===== src/rtl/pipe_stage_reg_if.sv =====
`default_nettype none
// ============================================================================
//  Module      : pipe_stage_reg_if
//  Description : Valid/ready handshake bundle carrying a data payload and a
//                control bundle between pipeline stages.
//                  valid : entry present (producer -> consumer)
//                  ready : consumer accepts this cycle (consumer -> producer)
//                  data  : payload, WIDTH bits
//                  ctrl  : control bundle, CTRL_W bits
//                master = producer side, slave = consumer side.
//  Revision    : 1.0  initial release
// ============================================================================
interface pipe_stage_reg_if #(
    parameter int WIDTH  = 64,
    parameter int CTRL_W = 16
);
    logic              valid;
    logic              ready;
    logic [WIDTH-1:0]  data;
    logic [CTRL_W-1:0] ctrl;

    modport master (output valid, output data, output ctrl, input  ready);
    modport slave  (input  valid, input  data, input  ctrl, output ready);
endinterface
`default_nettype wire


===== src/rtl/pipe_stage_reg.sv =====
`default_nettype none
// ============================================================================
//  Module      : pipe_stage_reg
//  Description : Generic pipeline stage register with valid/ready handshake,
//                stall, flush, bubble insertion, optional two-entry skid
//                buffer and a saturating bubble counter.
//  Ports       : clk        - rising-edge clock
//                reset      - asynchronous active-low reset
//                up         - upstream handshake (slave: in_valid/in_ready/
//                             in_data/in_ctrl)
//                dn         - downstream handshake (master: out_valid/
//                             out_ready/out_data/out_ctrl)
//                stall      - freeze stage contents, present a bubble
//                flush      - discard all held entries at the next edge
//                occupancy  - number of entries held (0..2)
//                bubble_cnt - saturating count of bubble cycles
//  Revision    : 1.0  initial release
// ============================================================================
module pipe_stage_reg #(
    parameter int WIDTH  = 64,
    parameter int CTRL_W = 16,
    parameter int SKID   = 1,
    parameter int CNT_W  = 16
) (
    input  wire logic             clk,
    input  wire logic             reset,
    pipe_stage_reg_if.slave       up,
    pipe_stage_reg_if.master      dn,
    input  wire logic             stall,
    input  wire logic             flush,
    output logic [1:0]            occupancy,
    output logic [CNT_W-1:0]      bubble_cnt
);

    // State encoding doubles as the occupancy count.
    typedef enum logic [1:0] {
        ST_EMPTY = 2'd0,
        ST_ONE   = 2'd1,
        ST_TWO   = 2'd2
    } state_t;

    state_t              r_state;
    logic [WIDTH-1:0]    r_m_data;
    logic [CTRL_W-1:0]   r_m_ctrl;
    logic [WIDTH-1:0]    r_s_data;
    logic [CTRL_W-1:0]   r_s_ctrl;
    logic [CNT_W-1:0]    r_bubble_cnt;

    logic                w_in_ready;
    logic                w_out_valid;
    logic                w_accept;
    logic                w_pop;

    // A stalled stage shows a bubble; contents stay put because neither
    // accept nor pop can fire while stall is high.
    assign w_out_valid = (r_state != ST_EMPTY) & ~stall;
    assign w_accept    = up.valid & w_in_ready;
    assign w_pop       = w_out_valid & dn.ready;

    // in_ready is additionally gated by the reset pin so it reads 0 while
    // reset is held, even though the state register already reads EMPTY.
    generate
        if (SKID != 0) begin : g_skid_ready
            // Depends on state only: no combinational path from out_ready.
            assign w_in_ready = (r_state != ST_TWO) & ~stall & reset;
        end else begin : g_comb_ready
            assign w_in_ready = ((r_state == ST_EMPTY) | dn.ready) & ~stall & reset;
        end
    endgenerate

    always_ff @(posedge clk or negedge reset) begin
        if (!reset) begin
            r_state  <= ST_EMPTY;
            r_m_data <= '0;
            r_m_ctrl <= '0;
            r_s_data <= '0;
            r_s_ctrl <= '0;
        end else if (flush) begin
            r_state  <= ST_EMPTY;
            r_m_data <= '0;
            r_m_ctrl <= '0;
            r_s_data <= '0;
            r_s_ctrl <= '0;
        end else begin
            case (r_state)
                ST_EMPTY: begin
                    if (w_accept) begin
                        r_m_data <= up.data;
                        r_m_ctrl <= up.ctrl;
                        r_state  <= ST_ONE;
                    end
                end
                ST_ONE: begin
                    // Without a skid register accept implies pop, so the
                    // first branch is only reachable in skid mode.
                    if (w_accept && !w_pop && (SKID != 0)) begin
                        r_s_data <= up.data;
                        r_s_ctrl <= up.ctrl;
                        r_state  <= ST_TWO;
                    end else if (w_accept) begin
                        r_m_data <= up.data;
                        r_m_ctrl <= up.ctrl;
                    end else if (w_pop) begin
                        // Payload is kept so out_data still shows M's value.
                        r_state  <= ST_EMPTY;
                    end
                end
                ST_TWO: begin
                    if (w_pop) begin
                        r_m_data <= r_s_data;
                        r_m_ctrl <= r_s_ctrl;
                        r_state  <= ST_ONE;
                    end
                end
                default: r_state <= ST_EMPTY;
            endcase
        end
    end

    // Counts cycles where downstream was ready but received nothing.
    always_ff @(posedge clk or negedge reset) begin
        if (!reset) begin
            r_bubble_cnt <= '0;
        end else if (!w_out_valid && dn.ready && !stall && (r_bubble_cnt != '1)) begin
            r_bubble_cnt <= r_bubble_cnt + 1'b1;
        end
    end

    assign up.ready   = w_in_ready;
    assign dn.valid   = w_out_valid;
    assign dn.data    = r_m_data;
    assign dn.ctrl    = w_out_valid ? r_m_ctrl : '0;
    assign occupancy  = r_state;
    assign bubble_cnt = r_bubble_cnt;

endmodule
`default_nettype wire


===== src/flat_wrapper.sv =====
// flat-port wrapper written by rule: the top's interface ports become plain ports
module pipe_stage_reg_flat 
#(
    parameter int WIDTH  = 64,
    parameter int CTRL_W = 16,
    parameter int SKID   = 1,
    parameter int CNT_W  = 16
)
  (clk, reset, stall, flush, occupancy, bubble_cnt, up_valid, up_data, up_ctrl, up_ready, dn_valid, dn_data, dn_ctrl, dn_ready);
  pipe_stage_reg_if #(.WIDTH(WIDTH), .CTRL_W(CTRL_W)) up_i ();
  pipe_stage_reg_if #(.WIDTH(WIDTH), .CTRL_W(CTRL_W)) dn_i ();
  input  wire logic clk;
  input  wire logic reset;
  input  wire logic stall;
  input  wire logic flush;
  output logic [1:0] occupancy;
  output logic [CNT_W-1:0] bubble_cnt;
  input wire logic [$bits(up_i.valid)-1:0] up_valid;
  input wire logic [$bits(up_i.data)-1:0] up_data;
  input wire logic [$bits(up_i.ctrl)-1:0] up_ctrl;
  output wire logic [$bits(up_i.ready)-1:0] up_ready;
  output wire logic [$bits(dn_i.valid)-1:0] dn_valid;
  output wire logic [$bits(dn_i.data)-1:0] dn_data;
  output wire logic [$bits(dn_i.ctrl)-1:0] dn_ctrl;
  input wire logic [$bits(dn_i.ready)-1:0] dn_ready;
  assign up_i.valid = up_valid;
  assign up_i.data = up_data;
  assign up_i.ctrl = up_ctrl;
  assign up_ready = up_i.ready;
  assign dn_valid = dn_i.valid;
  assign dn_data = dn_i.data;
  assign dn_ctrl = dn_i.ctrl;
  assign dn_i.ready = dn_ready;
  pipe_stage_reg #(.WIDTH(WIDTH), .CTRL_W(CTRL_W), .SKID(SKID), .CNT_W(CNT_W)) u_core (.clk(clk), .reset(reset), .up(up_i), .dn(dn_i), .stall(stall), .flush(flush), .occupancy(occupancy), .bubble_cnt(bubble_cnt));
endmodule

===== config.mk =====
export PLATFORM = sky130hd
export DESIGN_NAME = pipe_stage_reg_flat
export DESIGN_NICKNAME = d
export VERILOG_FILES = /design/src/rtl/pipe_stage_reg_if.sv /design/src/rtl/pipe_stage_reg.sv /design/src/flat_wrapper.sv
export SDC_FILE = /design/constraint.sdc
export NUM_CORES = 1
export LEC_CHECK = 0
export ABC_CLOCK_PERIOD_IN_PS = 1700
export CORE_ASPECT_RATIO = 1.1
export CORE_MARGIN = 1
export CORE_UTILIZATION = 45
export DETAILED_ROUTE_END_ITERATION = 12
export PLACE_DENSITY = 0.79
export RECOVER_POWER = 25
export SYNTH_ARGS = -nofsm -noshare
export SYNTH_HDL_FRONTEND = slang
export SYNTH_SLANG_ARGS = --single-unit

===== constraint.sdc =====
create_clock -name clk -period 1.7 [get_ports clk]
set_input_delay 0.255 -clock clk [delete_from_list [all_inputs] [get_ports clk]]
set_output_delay 0.255 -clock clk [all_outputs]
set_load 0.05 [all_outputs]

# Word level (Yosys, flattened, before mapping)
# Cells that the tools add are included.
# W data, S select, Z words.
[totals] regBits=178 output_inout_bits=100 word_cells=61
[classes] n_bitwise=6 n_addsub=1 n_reduce_logical=15 n_eq_ne=9 muxes=24
[ops] cell="$mux W64" count=7
[ops] cell="$pmux W64 S3" count=1
[ops] cell="$mux W16" count=8
[ops] cell="$pmux W16 S3" count=1
[ops] cell="$add A16 B1 Y16 const B" count=1
[ops] cell="$ne A16 B16 Y1 const B" count=1
[ops] cell="$mux W2" count=6
[ops] cell="$ne A3 B2 Y1 const B" count=2
[ops] cell="$pmux W2 S3" count=1
[ops] cell="$reduce_bool A2 Y1" count=3
[ops] cell="$and A1 B1 Y1" count=5
[ops] cell="$logic_and A1 B1 Y1" count=4
[ops] cell="$ne A4 B2 Y1 const B" count=1
[ops] cell="$ne A4 B4 Y1 const B" count=1
[ops] cell="$reduce_and A4 Y1" count=1
[ops] cell="$reduce_bool A4 Y1" count=1
[ops] cell="$logic_not A1 Y1" count=3
[ops] cell="$ne A3 B3 Y1 const B" count=1
[ops] cell="$reduce_and A3 Y1" count=1
[ops] cell="$eq A2 B1 Y1 const B" count=1
[ops] cell="$eq A2 B2 Y1 const B" count=1
[ops] cell="$logic_not A2 Y1" count=1
[ops] cell="$ne A2 B2 Y1 const B" count=1
[ops] cell="$reduce_and A2 Y1" count=1
[ops] cell="$not A1 Y1" count=1

# Logic depth before layout (Yosys ltp)
[logic_depth] word_depth=8 mapped_depth=7 ltp_nobuf=5

# Least setup slack after synthesis
# No wires, ideal clock.
[synth_path] path_type="reg2out" startpoint="reg u_core.r_state[0] (netlist: u_core.occupancy[0])" endpoint="out dn_ctrl[10]" path_slack_ps=-696 arrival_time_ps=2141 path_stages_with_launch=5 t_required_ps=1445 cell_sequence="dfrtp_1 -> nor2_1 -> nor2_1 -> clkbuf_1 -> and2_1"
[synth_via] elab_chain_len=3
[synth_lines] element="start: declaration" line="pipe_stage_reg.sv:42" rtl="state_t r_state;"
[synth_lines] element="start signal: assignment" line="pipe_stage_reg.sv:73" rtl="r_state <= ST_EMPTY;"
[synth_lines] element="start signal: assignment" line="pipe_stage_reg.sv:79" rtl="r_state <= ST_EMPTY;"
[synth_lines] element="start signal: assignment" line="pipe_stage_reg.sv:90" rtl="r_state <= ST_ONE;"
[synth_lines] element="$reduce_bool A2 Y1" line="pipe_stage_reg.sv:56" rtl="assign w_out_valid = (r_state != ST_EMPTY) & ~stall;"
[synth_lines] element="$and A1 B1 Y1" line="pipe_stage_reg.sv:56"
[synth_lines] element="named net dn_valid" line="flat_wrapper.sv:22" rtl="output wire logic [$bits(dn_i.valid)-1:0] dn_valid;"
[synth_lines] element="$mux W16" line="pipe_stage_reg.sv:132" rtl="assign dn.ctrl = w_out_valid ? r_m_ctrl : '0;"
[synth_lines] element="end: declaration" line="flat_wrapper.sv:24" rtl="output wire logic [$bits(dn_i.ctrl)-1:0] dn_ctrl;"
# The timed path passes the listed nets, and every way through them passes these cells.

# Worst setup path in the final report
[layout_path] startpoint="reg u_core.r_state[0] (netlist: u_core.occupancy[0])" endpoint="reg u_core.r_m_ctrl[8]"
[layout_via] elab_chain_len=8 elab_cells_between_ends=20 classes_between="eq/ne: 5; mux: 4; bitwise: 5; reduce/logical: 6"
[layout_lines] element="$ne A2 B2 Y1" line="pipe_stage_reg.sv:65" rtl="assign w_in_ready = (r_state != ST_TWO) & ~stall & reset;"
[layout_lines] element="$and A1 B1 Y1 (2 in series)" line="pipe_stage_reg.sv:65"
[layout_lines] element="$and A1 B1 Y1" line="pipe_stage_reg.sv:57" rtl="assign w_accept = up.valid & w_in_ready;"
[layout_lines] element="$mux W16 (2 in series)"
[layout_lines] element="$pmux W16 S3" line="pipe_stage_reg.sv:85" rtl="case (r_state)"
[layout_lines] element="$mux W16" line="pipe_stage_reg.sv:78" rtl="end else if (flush) begin"
[layout_lines] element="end signal: assignment" line="pipe_stage_reg.sv:89" rtl="r_m_ctrl <= up.ctrl;"
[layout_lines] element="end signal: assignment" line="pipe_stage_reg.sv:102" rtl="r_m_ctrl <= up.ctrl;"
[layout_lines] element="end signal: assignment" line="pipe_stage_reg.sv:111" rtl="r_m_ctrl <= r_s_ctrl;"
[layout_lines] element="end: declaration" line="pipe_stage_reg.sv:44" rtl="logic [CTRL_W-1:0] r_m_ctrl;"
# Several ways; a longest one is shown, not always the timed one. The select of a mux whose other input is x is not followed.
# A chain may end at the register's enable or synchronous reset.

==> impl_metrics.csv <==
group,metric,value,unit
floorplanning,dieWidth,129,um
critical_path,required,2010,ps
synth,syn-num-nets,818,
cts,cts.sinks,178,
cts,clk_pin_slew_worst_paths,70,ps
detailed_routing,ant_nets,0,
pwr,p_seq_share,40.2,%
placed_design,gp_congestion,0.792,
detailed_routing,vias_per_cell,5.95,
cts,cts_max_level,4,
job,cap_violations,0,
timing,worstMarginPinSlew,943,ps
pwr,ir_drop,0.652,mV
cts,cts_tree,"done",
cts,cts_made_buffers,17,
floorplanning,rows,50,
floorplanning,die-area,18200,um^2
layout,fillers,941,
synth,syn-cell-area,7960,um^2
outcome,violations,"setup timing",
layout,final_area,13900,um^2
layout,antenna_cells,0,
timing,finClkSkew,10.6,ps
timing,drv_slew,0,
layout,mostFrequentLayoutCell,"dfrtp_1",
timing,period_needed,2030,ps
grt,gr-total-overflow,0,
timing,relSlewSlack,37.1,%
synth,synth_top_area_cell,"dfrtp_1",
detailed_routing,drt_iter0_markers,506,
placed_design,detailed_place.area,10600,um^2
timing,finalSetupViolCount,195,
timing,setup_ws,-326,ps
pwr,p_int,8.15,mW
critical_path,crit_path_end_kind,"flip-flop",
detailed_routing,totalWireLength,31000,um
pwr,p_per_area,851,nW/um^2
grt,grt_pass1_wl,39400,um
critical_path,cp_data_arrival_time,2330,ps
placed_design,io_buffers,185,
timing,rsz0062_at_grt,"true",
pwr,p_sw,3.67,mW
timing,timing.fmax,494,MHz
synth,synthDistinctLibCells,43,
pwr,p_sw_share,31.1,%
layout,fin_nets,1108,
grt,gr-usage-all-layers,28.7,%
synth,synth_edf_count,0,
synth,synth_area_leaders,"dfrtp_1 (56%), mux2_2 (12%), a22o_1 (8.8%), nand2_1 (7.9%), a21oi_1 (5.2%)",
floorplanning,fp.dieH,142,um
cts,cts_max_path_buffers,2,
synth,ys.flop_type,"dfrtp_1",
synth,ys_ff_latch,178,
layout,syn_to_final_growth,74.4,%
synth,netlist.area_leader.share,55.9,%
placed_design,dp_slack,-439,ps
outcome,status,"complete, but fails checks",
layout,mostFrequentLayoutCells,"dfrtp_1 (160), buf_4 (126), nand2_1 (99)",
detailed_routing,vias,7537,
layout,layout-drive-gt1-share,52.3,%
timing,fin_tns_setup,-43970,ps
synth,syn_area_per_cell,10.9,um^2
pwr,p_leak,6.37,nW
synth,synthCells,731,
floorplanning,io_pins,186,
placed_design,hpwl,12700,um
floorplanning,core,17100,um^2
pwr,p_comb_share,24.8,%
hold_path,hp-class,"input pin to flip-flop",
synth,seq_area_frac_synth,55.9,%
detailed_routing,wl_per_cell,24.5,um
timing,min_period_over_period,119,%
grt,grt_pass1_vias,7095,
grt,grt_max_degree,174,
cts,clock_latency,430,ps
detailed_routing,drc,0,
critical_path,crit_type,"flip-flop to flip-flop",
detailed_routing,dr.pass1.iters,5,
critical_path,worst-path-max-fanout,6,
floorplanning,initial_core_util,46.5,%
timing,hold_violations,0,
critical_path,cp-start-kind,"flip-flop",
synth,async_reset_ff_share,100,%
pwr,clkPwrFrac,34.9,%
cts,root_buffer,"clkbuf_16",
grt,antenna_found_initial,0,
synth,synth_warnings,0,
## cell type report
type	instances	area (um^2)	area share [%]
well taps	234	293	2.11
flip-flops and latches	178	4480	32.2
repair buffers	327	4190	30.2
clock inverters	12	155	1.12
inverters	4	15.0	0.108
clock buffers	19	453	3.26
multi-input cells	493	4300	31.0
## worst paths after layout
kind                                                   start                           endpoint  slack (ps)  depth (start not counted)
max in group asynchronous                              reset    u_core.r_m_ctrl[15]$_DFFE_PN0P_         480                          3
hold / removal                                   up_data[44]    u_core.r_s_data[44]$_DFFE_PN0P_         400                          3
min in group asynchronous                              reset     u_core.dn.data[47]$_DFFE_PN0P_         540                          3
setup reg to reg             u_core.occupancy[0]$_DFFE_PN0P_     u_core.r_m_ctrl[8]$_DFFE_PN0P_        -330                         10
hold reg to reg            u_core.bubble_cnt[15]$_DFFE_PN0P_  u_core.bubble_cnt[15]$_DFFE_PN0P_         490                          1
setup / recovery             u_core.occupancy[0]$_DFFE_PN0P_     u_core.r_m_ctrl[8]$_DFFE_PN0P_        -330                         10
## synthesized netlist by cell type (all sizes together), types with 3 or more instances
master / count
dfrtp: 178
xnor2: 3
nand3: 5
nand4: 3
nor4: 4
a211oi: 4
buf: 11
mux2: 82
and2: 16
clkbuf: 45
a22o: 80
nor2: 4
nand2: 167
a21oi: 83
inv: 4
nor3: 4
xor2: 10
## logic make-up after synthesis
family	after synthesis	synth area share (%)
AO/OA/AOI/OAI	177	15.3
AND/OR/NAND/NOR	220	12.5
buffers and inverters	60	3.06
multiplexers	82	11.6
adder cells (fa/ha/maj)	1	0.157
XOR/XNOR	13	1.43
flip-flops	178	55.9
## registers in the layout, indices dropped and copies added (netlist names)
| name | count |
|---|---|
| u_core.occupancy | 2 |
| u_core.r_s_data | 64 |
| u_core.bubble_cnt | 16 |
| u_core.r_s_ctrl | 16 |
| u_core.r_m_ctrl | 16 |
| u_core.dn.data | 64 |
## layer usage
| metal | share of wire (%) | global-route usage [%] | vias to the layer above | wire length [um] |
|---|---|---|---|---|
| met4 | 5.2 | 13.3 | 0 | 1600 |
| met1 | 38 | 34.4 | 3833 | 11700 |
| met2 | 52 | 50.4 | 419 | 16000 |
| met3 | 5.4 | 4.79 | 126 | 1670 |
| met5 | 0 | 0 | - | 0 |
| li1 | - | - | 3159 | - |
## worst max-delay path, stage by stage (launching register included)
cell	delay (ps)
dfrtp_2	470
buf_6	140
nor2b_4	130
buf_6	130
buf_12	90
buf_6	90
nor2_4	60
clkbuf_16	170
buf_8	130
a22o_1	220
mux2_4	280
## timing repair
action / CTS / global route
gates resized for setup: 131 / 202
pin swaps: 65 / 80
setup buffers: 30 / 11
gates cloned: 27 / 19
endpoints found under the hold margin: 5 / 0
endpoints found under the setup margin: 187 / 193
hold buffers: 1 / 0
## power groups by stage
| stage | clock [mW] | combinational, mW | sequential, mW |
|---|---|---|---|
| global placement | 0 | 2.41 | 4.78 |
| CTS | 4.12 | 2.69 | 4.72 |
| finish | 4.12 | 2.94 | 4.76 |
| detailed placement | 0 | 2.44 | 4.78 |
| global route | 4.32 | 3.05 | 4.77 |
| floorplan | 0 | 0.598 | 5.58 |
## per-stage QoR
step           total power, mW  hold slack (ps)  instances  util (%)
5_1_grt                   12.1              405       1267      81.0
3_3_place_gp              7.18              189       1153      61.8
3_5_place_dp              7.22              193       1153      61.8
2_1_floorplan             6.18            -40.6        731         -
4_1_cts                   11.5              227       1241      74.2
6_report                  11.8              398       1267      81.0
(Power assumes the default switching activity.)
==> RTL change 1, RTL diff (config.mk and constraints unchanged) <==
`SKID` is set to 1 in 2 places; all go to 0.
--- a/src/rtl/pipe_stage_reg.sv
+++ b/src/rtl/pipe_stage_reg.sv
@@ -19,7 +19,7 @@
 module pipe_stage_reg #(
     parameter int WIDTH  = 64,
     parameter int CTRL_W = 16,
-    parameter int SKID   = 1,
+    parameter int SKID   = 0,
     parameter int CNT_W  = 16
 ) (
     input  wire logic             clk,
--- a/src/flat_wrapper.sv
+++ b/src/flat_wrapper.sv
@@ -3,7 +3,7 @@
 #(
     parameter int WIDTH  = 64,
     parameter int CTRL_W = 16,
-    parameter int SKID   = 1,
+    parameter int SKID   = 0,
     parameter int CNT_W  = 16
 )
   (clk, reset, stall, flush, occupancy, bubble_cnt, up_valid, up_data, up_ctrl, up_ready, dn_valid, dn_data, dn_ctrl, dn_ready);
Behaviour: not the same (Yosys sat finds a counterexample within 4 cycles, from zero or initial values and one cycle with reset low).
==> RTL change 1 against the original RTL <==
Count of clock-buffer cells in the layout shrank 7. Cell count shrank 47%. Design area shrank 52%. Sequential cell count shrank 81. Setup slack gained 0.35 ns. Power shrank 53%. Largest cell class unchanged. Wire length shrank 66%. Synthesized cell count shrank 51%. Critical endpoint is now u_core.dn.data[43]. Area after synthesis shrank 47%. Sequential share of layout area grew 4.7 points.
==> RTL change 1: results <==
[critical_path]
crit_family = "simple AND/OR/NAND/NOR gates"
critPathMaxFanout = 42
worstPathArrival_ns = 1.92
cpPeakStageDelay_ns = 0.44

[clock_network]
postCtsSetupRepairBufs = 3
cts.clk_slew.worst_paths_ns = 0.09
clkLatencyLatePin_ns = 0.36
cts_made_buffers = 9

[timing]
fin_skew_ns = 0.00983
tightest_slew_ns = 1.32

[layout]
inverters = 3
nets = 643
multi_input_area_um2 = 1790
fill_cells = 642
clk_share_pct = 2.98
register_area_um2 = 2450
bufAreaShareNonClock_pct = 30.9
buffers_excl_clock = 208
clockBufferCount = 12
drive_gt1_share_pct = 33.5
layout.cells.non_filler = 675
nMultiInputCombCells = 237
seq_cells = 97

[synthesis]
synth_area_leaders = "dfrtp_1, mux2i_1, nor2_1, and2_1, xor2_1"
yosysUniqueCellTypes = 34
synth_compound_area_share_pct = 0.239
ys_seq_area_share_pct = 57.9
synthAdderAreaFrac_pct = 0.299
synth_commonest_cells = "dfrtp_1, nor2_1, mux2i_1"
synth_cells = 358
synth_xor_area_share_pct = 2.93
synthMuxAreaShare_pct = 19.6

[route]
wirelength_met1_mm = 4.19
first_iter_violations = 115
wl_per_cell_um = 15.8
dr_wl_met2_mm = 5.19
num_vias = 3357
route.met3.wl_mm = 1.04

[power]
p_leak_nw = 3.61
ir_worst_vdd_mv = 0.541

[place]
place.port_buffers = 184
place_inst = 655
routabilityCongestion = 0.769

[global_route]
grt_max_degree = 98
globalRouteTotalUtil_pct = 22.6
grt_pass1_wl_mm = 16.5
use_met1_pct = 26.9

[min_path]
min_path_type = "input pin to async pin"

[run_status]
run_status = "finished, final reports clean"
-- RTL change 1: cell types whose count changed after synthesis, moves of 2 or more --
cell,before,now
dfrtp_1,178,97
a21oi_1,83,1
or3_1,0,2
nand2_1,167,3
nor3_1,4,7
mux2i_1,0,80
o211ai_1,2,0
o2111ai_1,2,0
mux2_2,82,2
a22o_1,80,0
nor2_1,4,84
clkbuf_1,45,10
a211oi_1,4,0
-- RTL change 1: report_power, final --
part           internal, mW  switching, mW  leakage, nW  total [mW]
clock network         0.722          0.793       0.0888        1.51
registers              2.46          0.136         1.30        2.59
logic                 0.588          0.826         2.22        1.41
-- RTL change 1: through the flow --
step / worst slack (ns) / hold slack [ns] / instance area (um2) / TNS, ns / utilization, %
floorplan: -0.159 / -0.0406 / 4300 / -0.737 / -
global placement: -0.251 / 0.416 / 6360 / -18.85 / 70.9
detailed placement: -0.268 / 0.408 / 6360 / -20.58 / 70.9
CTS: -0.0135 / 0.0113 / 6590 / -0.0641 / 73.5
global route: -0.0676 / 0.391 / 6640 / -2.86 / 74.0
finish: 0.0199 / 0.347 / 6640 / 0 / 74.0
-- RTL change 1: path summary, 6_finish.rpt --
| path | from | end | slack (ns) | depth (start not counted) |
|---|---|---|---|---|
| max in group asynchronous | reset | u_core.bubble_cnt[10] | 0.45 | 2 |
| max | u_core.occupancy[0] | u_core.dn.data[43] | 0.02 | 6 |
| min | reset | u_core.dn.data[26] | 0.35 | 2 |
| min in group clk | flush | u_core.dn.data[16] | 0.38 | 3 |
| min reg2reg | u_core.bubble_cnt[11] | u_core.bubble_cnt[11] | 0.49 | 1 |
| max reg2reg | u_core.occupancy[0] | u_core.dn.data[43] | 0.02 | 6 |
==> RTL change 2, RTL diff (same flow settings) <==
Made on the original files. Reset style: synchronous (`reset`), changed in 2 clocked blocks. Comments in the files are not updated.
--- a/src/rtl/pipe_stage_reg.sv
+++ b/src/rtl/pipe_stage_reg.sv
@@ -68,7 +68,7 @@
         end
     endgenerate
 
-    always_ff @(posedge clk or negedge reset) begin
+    always_ff @(posedge clk) begin
         if (!reset) begin
             r_state  <= ST_EMPTY;
             r_m_data <= '0;
@@ -118,7 +118,7 @@
     end
 
     // Counts cycles where downstream was ready but received nothing.
-    always_ff @(posedge clk or negedge reset) begin
+    always_ff @(posedge clk) begin
         if (!reset) begin
             r_bubble_cnt <= '0;
         end else if (!w_out_valid && dn.ready && !stall && (r_bubble_cnt != '1)) begin
Function: differs if reset is asserted again (counterexample within 4 cycles, from zero or initial values and one cycle with reset low); with reset held inactive, the same outputs for 4 cycles.
==> RTL change 2 against the original RTL <==
The run still ends with setup timing left. Setup slack better by 0.16 ns. Wire length is 12% lower. Sequential cell count stayed put. Non-clock buffer count down 22. Worst hold slack got worse by 0.0038 ns. Area after synthesis rose by 0.49%. Highest routed layer unchanged. Design area is 11% lower. Maximum frequency grew 8.7%. Critical path type is now flip-flop to primary output.
Power is not compared: it rests on default switching activity, and its combinational part moved more than twofold at a synthesized area within 25%.
==> RTL change 2: results <==
[min_path]
timing.hold.worst_endpoint = "u_core.r_s_data[37]"
holdCritStartpoint = "up_data[37]"
hold_depth = 3

[synthesis]
synth_area_leaders = "dfxtp_1, nand2_1, mux2i_1, or4_1, o211ai_1"
synth_compound_area_share_pct = 15.2
ys_seq_area_share_pct = 44.5
synthArstFlopShare_pct = 0
synth_area_per_cell_um2 = 8.46
synth_nets = 1033
synth_commonest_cells = "nand2_1, dfxtp_1, a21oi_1"
synthAdderAreaFrac_pct = 0.156
synth_xor_area_share_pct = 0.109
yosysUniqueCellTypes = 40
synthMuxAreaShare_pct = 10.4

[layout]
nets = 1265
layout.cells.non_filler = 1426
fill_cells = 1175
drive_gt1_share_pct = 30.5

[run_status]
violations = "setup timing"
run_status = "finished with violations"

[critical_path]
critPathMaxFanout = 9
r2r-end = "u_core.r_m_ctrl[0]"
r2r_start = "u_core.occupancy[1]"
worstPathArrival_ns = 1.61
reg2reg_depth = 8

[global_route]
grt_max_degree = 91
use_met3_pct = 7.13
grt_pass1_wl_mm = 39.9
globalRouteTotalUtil_pct = 27.9
met2_usage_pct = 45.5
grt_antenna_before_repair = 1
grt_pass1_vias = 7795
use_met1_pct = 33.5

[place]
dp_hpwl_mm = 14.5
dp_slack_ns = -0.478
routabilityCongestion = 0.836
place_inst = 1344

[route]
via_per_inst = 5.84
dr.pass1.iters = 7
drt-total-wl_mm = 27.2
first_iter_violations = 646

[timing]
setup_violations = 107
finalSetupTns_ns = -8.87
fin_skew_ns = 0.0120
holdWs_ns = 0.394
slew-limit-headroom_pct = 45.1
fin_ws_ns = -0.164

[clock_network]
clock-root-buffer = "clkbuf_16"
[RTL change 2: repair_timing]
action,4_1_cts,5_1_grt
hold endpoints to repair,0,0
resized for setup,32,86
setup endpoints to repair,66,158
gates cloned,14,9
buffers inserted,15,13
pin swaps,68,31
[RTL change 2: kinds of logic after synthesis]
family | count (synthesis)
buffers and inverters | 96
flip-flops | 178
AO/OA/AOI/OAI | 192
XOR/XNOR | 1
AND/OR/NAND/NOR | 395
multiplexers | 83
adder cells (fa/ha/maj) | 1
[RTL change 2: metal layers]
layer	up-vias	share of wire, %	wire length, um
met1	3951	38	10400
met3	101	7.9	2150
met4	0	4.7	1280
li1	3872	-	-
met5	-	0	0
met2	398	49	13400
[RTL change 2: worst max-delay path by stage]
stage,to,slack (ns),from
final,dn_ctrl[8],-0.16,u_core.occupancy[1]
after global routing,dn_ctrl[8],-0.21,u_core.occupancy[1]
after CTS,dn_ctrl[8],-0.15,u_core.occupancy[1]
after detailed placement,u_core.dn.data[14],-0.48,reset
after global placement,u_core.dn.data[34],-0.45,reset
after floorplan,up_ready,-0.09,u_core.occupancy[0]
[RTL change 2: critical path: stages, from the launching register on]
cell	delay, ns
dfxtp_4	0.36
buf_6	0.11
nor2_4	0.04
nor2_4	0.20
buf_12	0.16
and2_2	0.17
buf_12	0.14
[RTL change 2: power breakdown]
part,total (mW),switching [mW],internal [mW]
Combinational,1.07,0.551,0.517
Sequential,4.21,0.0234,4.19
Clock,4.03,1.70,2.33
Total,9.32,2.28,7.04
[RTL change 2: through the flow]
stage               cell area (um2)  utilization (%)
detailed placement            10600             61.4
global placement              10600             61.4
floorplan                      8120                -
global route                  12400             71.8
CTS                           11800             68.6
finish                        12400             71.8
[RTL change 2: final cells by class]
class,count,share of cell area [%]
clock buffers,21,3.89
flip-flops and latches,178,29.2
inverters,3,0.0911
diodes,1,0.0203
well taps,234,2.37
clock inverters,11,1.01
repair buffers,305,27.8
multi-input cells,673,35.6
